## src/rtl/led_out.sv

```systemverilog
// rtl/led_out.sv - memory-mapped LED set/clear register with optional blink engine (LED_BLINK_EN)
// Registered readdata and LEDR_out; asynchronous active-low reset clears all state.
module led_out #(
  parameter int unsigned BLINK_DIV = 25000000
) (
  input  logic        clk,
  input  logic        reset_n,
  input  logic [1:0]  address,
  input  logic        write,
  input  logic [31:0] writedata,
  output logic [31:0] readdata,
  output logic [9:0]  LEDR_out
);

  localparam logic [31:0] LP_DIV_LAST = 32'(BLINK_DIV - 1);

  logic [9:0]  r_led;
  logic [9:0]  r_ledr;
  logic [31:0] r_rdata;
  logic [9:0]  w_wd;
  logic [9:0]  w_mask;
  logic        w_phase;
  logic [9:0]  w_ledr_next;
  logic [31:0] w_rdata;
  logic        w_unused;

  assign w_wd = writedata[9:0];

  always_ff @(posedge clk or negedge reset_n) begin
    if (!reset_n) begin
      r_led <= '0;
    end else if (write) begin
      case (address)
        2'd0:    r_led <= w_wd;
        2'd1:    r_led <= r_led | w_wd;
        2'd2:    r_led <= r_led & ~w_wd;
        default: r_led <= r_led;
      endcase
    end
  end

`ifdef LED_BLINK_EN
  logic [9:0]  r_mask;
  logic        r_phase;
  logic [31:0] r_div_cnt;

  // A mask write restarts the blink period and wins over a simultaneous wrap.
  always_ff @(posedge clk or negedge reset_n) begin
    if (!reset_n) begin
      r_mask    <= '0;
      r_phase   <= 1'b0;
      r_div_cnt <= '0;
    end else if (write && (address == 2'd3)) begin
      r_mask    <= w_wd;
      r_phase   <= 1'b0;
      r_div_cnt <= '0;
    end else if (r_div_cnt == LP_DIV_LAST) begin
      r_phase   <= ~r_phase;
      r_div_cnt <= '0;
    end else begin
      r_div_cnt <= r_div_cnt + 32'd1;
    end
  end

  assign w_mask      = r_mask;
  assign w_phase     = r_phase;
  assign w_ledr_next = r_led ^ (r_mask & {10{r_phase}});
  assign w_unused    = ^writedata[31:10];
`else
  assign w_mask      = '0;
  assign w_phase     = 1'b0;
  assign w_ledr_next = r_led;
  assign w_unused    = ^{writedata[31:10], LP_DIV_LAST};
`endif

  // Read mux sees pre-write state, so a same-cycle write is not yet visible.
  always_comb begin
    w_rdata = '0;
    case (address)
      2'd0:    w_rdata = {22'b0, r_led};
      2'd1:    w_rdata = {22'b0, r_ledr};
      2'd2:    w_rdata = {31'b0, w_phase};
      default: w_rdata = {22'b0, w_mask};
    endcase
  end

  always_ff @(posedge clk or negedge reset_n) begin
    if (!reset_n) begin
      r_ledr  <= '0;
      r_rdata <= '0;
    end else begin
      r_ledr  <= w_ledr_next;
      r_rdata <= w_rdata;
    end
  end

  assign LEDR_out = r_ledr;
  assign readdata = r_rdata;

endmodule

```

## config.mk

```make
export PLATFORM = sky130hd
export DESIGN_NAME = led_out
export DESIGN_NICKNAME = d
export VERILOG_FILES = /design/src/rtl/led_out.sv
export SDC_FILE = /design/constraint.sdc
export NUM_CORES = 1
export LEC_CHECK = 0
export ABC_AREA = 1
export CORE_MARGIN = 5
export CORE_UTILIZATION = 30
export CTS_BUF_LIST = sky130_fd_sc_hd__clkbuf_4
export DETAILED_ROUTE_END_ITERATION = 6
export RECOVER_POWER = 50
export SLEW_MARGIN = 15
export SYNTH_ARGS = -nofsm -noshare
export SYNTH_HDL_FRONTEND = slang
export SYNTH_SLANG_ARGS = --single-unit
export TNS_END_PERCENT = 5
```

## constraint.sdc

```tcl
create_clock -name clk -period 0.8 [get_ports clk]
set_input_delay 0.16 -clock clk [delete_from_list [all_inputs] [get_ports clk]]
set_output_delay 0.16 -clock clk [all_outputs]
set_load 0.005 [all_outputs]
```

=== Word-level counts from Yosys, hierarchy flattened ===
Index checks and enable logic that the tools add are counted.

* Flip-flop bits (word level): 52
* Input port bits: 37
* Output and inout port bits: 42
* Logic and storage cells: 13

* Eq/ne operators: 2
* Mux-type cells: 2
* Bitwise gates (word level): 3
* Reductions and logical operators: 3

{| class="wikitable"
|+ Operators with widths
! operator !! number
|-
| 10-bit one-hot mux with 3 select lines || 1
|-
| 10-bit one-hot mux with 2 select lines || 1
|-
| 10-bit AND || 1
|-
| 10-bit inverter || 1
|-
| 10-bit OR || 1
|-
| 3-bit nonzero test || 1
|-
| 2-bit by 1-bit equality test with 1-bit output, second input constant || 1
|-
| 2-bit equality test, second input constant || 1
|-
| 2-bit logical NOT || 1
|-
| 2-bit AND reduction || 1
|}

=== Logic depth before layout (Yosys ltp) ===
* Depth in word-level cells: 3
* Gate-level depth with buffers: 7
* Mapped depth without buffers: 7

=== Least setup slack after synthesis ===
No wires, ideal clock.

* Path type: input -> register
* Start point: input port address[0]
* End point: register r_led[0]
* Setup time: 117 ps
* Data arrival time: 866 ps
* Required time: 683 ps
* Slack: -184 ps
* Stages on the path: 7
* Path buffers: 1
* Path through: inv_1 > ha_1 > buf_4 > nand2_1 > nand2_1 > nand3_1 > nand2_1

* Word-level cells in the longest chain between the ends: 3
* Elaborated cells between the ends (all ways): 6
* Those cells by class: eq/ne: 2; mux: 1; reduce/logical: 3

{| class="wikitable"
|+ RTL lines
! what !! line !! RTL
|-
| start: declaration || 8 || <nowiki>input logic [1:0] address,</nowiki>
|-
| 2-bit by 1-bit equality test with 1-bit output (tied with other cells) || 33 || <nowiki>case (address)</nowiki>
|-
| 3-bit nonzero test (no line) || n/a ||
|-
| 2-bit AND reduction (no line) || n/a ||
|-
| end signal: assignment || 34 || <nowiki>2'd0: r_led <= w_wd;</nowiki>
|-
| end signal: assignment || 35 || <nowiki>2'd1: r_led <= r_led | w_wd;</nowiki>
|-
| end signal: assignment || 36 || <nowiki>2'd2: r_led <= r_led & ~w_wd;</nowiki>
|-
| end: declaration || 17 || <nowiki>logic [9:0] r_led;</nowiki>
|}

Several ways; a longest one is shown, not always the timed one.
A chain may end at the register's enable or synchronous reset.

=== Worst setup path in the final report ===
* Start point: register r_ledr[9], in the netlist LEDR_out[9]
* End point: output port LEDR_out[9]

{| class="wikitable"
|+ RTL lines
! what !! line !! RTL
|-
| start: declaration || 18 || <nowiki>logic [9:0] r_ledr;</nowiki>
|-
| start signal: assignment || 92 || <nowiki>r_ledr <= w_ledr_next;</nowiki>
|-
| end: declaration || 12 || <nowiki>output logic [9:0] LEDR_out</nowiki>
|}

No word-level cell between the ends.

==> results.tsv <==
metric	value	unit
area.growth.synth_to_final	29.9	%
synth_cells	178	
core	5040	µm²
period_needed	0.997	ns
clk_pin_slew	0.09	ns
place_ws	-0.895	ns
worstPathArrival	0.84	ns
max_freq	1000	MHz
cap_viol_max_count	0	
dieArea	6650	µm²
cts_sinks	30	
cp_max_fo	2	
seq_area_frac_synth	48.9	%
cp_top_family	flip-flops	
final_hold_viol_count	0	
path_cells	buf_2	
die_width	81.5	µm
clk_path_buf_depth	2	
cts_tree	yes	
drcViolationCount	0	
maxSlewViolCount	0	
grt_pass1_wl	5.37	mm
cts-root-buf	clkbuf_4	
track_usage	10.7	%
violations	negative setup slack	
grt_max_degree	31	
synth_cell_types	13	
cellLeakagePower	1.10	nW
dp_hpwl	2.31	mm
setup_viol	29	
post_layout_nonfiller_instances	297	
crit_required	0.64	ns
yosys_warnings	0	
drt_iter0_drc	66	
viasPerCell	3.85	
holdWs	0.318	ns
cpPeakStageDelay	0.38	ns
numCtsBuffers	5	
use_met1	12.6	%
top_usage_layer	met2	
wl	3.14	mm
use_met3	4.93	%
dp.cells	287	
status	finished with violations	
crit_slowest_cell	dfrtp_1	
syn_area	1540	µm²
skew	0.00307	ns
routabilityCongestion	0.745	
p_per_area	1870	nW/µm²
hold_class	input port to async pin	
grt_remaining_overflow	0	
n_fill_cell	526	
first_pass_iters	4	
io-pin-count	79	
vias	1142	
rsz0062_at_grt	true	
antennaDiodeCount	0	
critical_path_class	register to output port	
endpoint_kind	output port	
nNetsFinal	269	
regToRegSetupSlack	0	ns
power.total	3.73	mW
use_met2	16.9	%
cts_max_level	2	
initial_core_util	30.4	%
port_buffers	34	
postCtsHoldBufs	0	
ant_nets	0	
fin_crit_sh	125	%
grt_pass1_vias	1181	
critPathLaunchType	register	
dieHeight	81.5	µm
peakVddDrop	670	µV
path_buf_inv	1	
syn_avg_cell_area	8.62	µm²
synth-seq-cells	30	
wl_per_cell	10.6	µm
fin_ws	-0.197	ns
clkLatencyLatePin	0.32	ns
antenna_found_initial	0	
drive_gt1_share	26.4	%
rows	26	
[layer usage]
| layer | wire length, µm | part of all wire (%) |
|---|---|---|
| met5 | 0 | 0 |
| met4 | 53 | 1.7 |
| met3 | 352 | 11 |
| met2 | 1480 | 47 |
| met1 | 1250 | 40 |
[cells by family (layout without fill, tap and decap cells)]
group	after synthesis	in the layout	share of synthesized area, %
simple gates	81	82	21.6
buf+inv	50	77	18.4
flops	30	30	48.9
compound gates	11	11	6.77
fa+ha+maj	5	5	4.07
other cells	1	22	0.244
[stage by stage]
stage / setup TNS [ns] / util [%] / instance area, µm²
2_1_floorplan: -2.06 / - / 1650
3_3_place_gp: -19.31 / 39.6 / 1990
3_5_place_dp: -19.85 / 39.6 / 1990
4_1_cts: -4.06 / 39.8 / 2000
5_1_grt: -5.38 / 39.6 / 1990
6_report: -3.61 / 39.6 / 1990
[path summary, 6_finish.rpt]
check	from	to	cells after the start
max	LEDR_out[9]	LEDR_out[9]	1
min reg2reg	r_led[0]	LEDR_out[0]	0
max in group asynchronous	reset_n	LEDR_out[5]	2
max reg2reg	LEDR_out[5]	readdata[5]	2
min	reset_n	LEDR_out[3]	2
min in group clk	address[1]	readdata[5]	4
[report_power, final]
group,internal [mW],switching (mW),total (mW),leakage (nW)
Combinational,0.363,0.415,0.777,0.669
Clock,0.631,0.488,1.12,0.0387
Sequential,1.71,0.120,1.83,0.387
[area by class of cell]
type | count | area (µm²) | share of cell area, %
sequential | 30 | 751 | 37.6
inverter | 24 | 113 | 5.65
clock inverter | 2 | 33.8 | 1.69
clock buffer | 5 | 37.5 | 1.88
tap | 70 | 87.6 | 4.39
timing repair buffer | 46 | 363 | 18.2
multi-input combinational | 120 | 609 | 30.6
[cell usage after synthesis]
library cell / count / area [µm²]
o21ai_2: 9 / 78.8
nor2_4: 2 / 22.5
dfrtp_1: 30 / 751
inv_2: 2 / 7.51
o21ai_4: 1 / 16.3
buf_4: 25 / 188
inv_1: 22 / 82.6
buf_2: 1 / 5.00
nand3_1: 10 / 50.1
ha_1: 5 / 62.6
a22o_1: 1 / 8.76
conb_1: 1 / 3.75
nand2_1: 69 / 259
[sequential cells by signal (all words and copies together), names as in the netlist]
| signal | count |
|---|---|
| readdata | 10 |
| LEDR_out | 10 |
| r_led | 10 |
[what timing repair did]
item / 4_1_cts / 5_1_grt
gates cloned: 1 / 0
hold endpoints to repair: 0 / 0
setup endpoints to repair: 40 / 32
gates resized for setup: 94 / 1
buffers inserted: 2 / 0
pin swaps: 6 / 0
[placed cells by master, fill, tap and decap left out]
master	Yosys	layout
nand2_1	69	69
dfrtp_1	30	30
conb_1	1	22
buf_2	1	21
inv_1	22	20
clkdlybuf4s50_1	0	11
nand3_1	10	10
o21ai_2	9	9
clkbuf_4	0	6
buf_4	25	6
buf_6	0	4
nor2_4	2	3
ha_1	5	2
ha_2	0	2
buf_12	0	2
inv_8	0	1
a22o_1	1	1
o21ai_4	1	1
inv_12	0	1
inv_4	0	1
inv_2	2	1
ha_4	0	1
bufinv_16	0	1
clkinv_1	0	1
dlygate4sd3_1	0	1
Note: power is estimated with default switching activity, not from simulation.
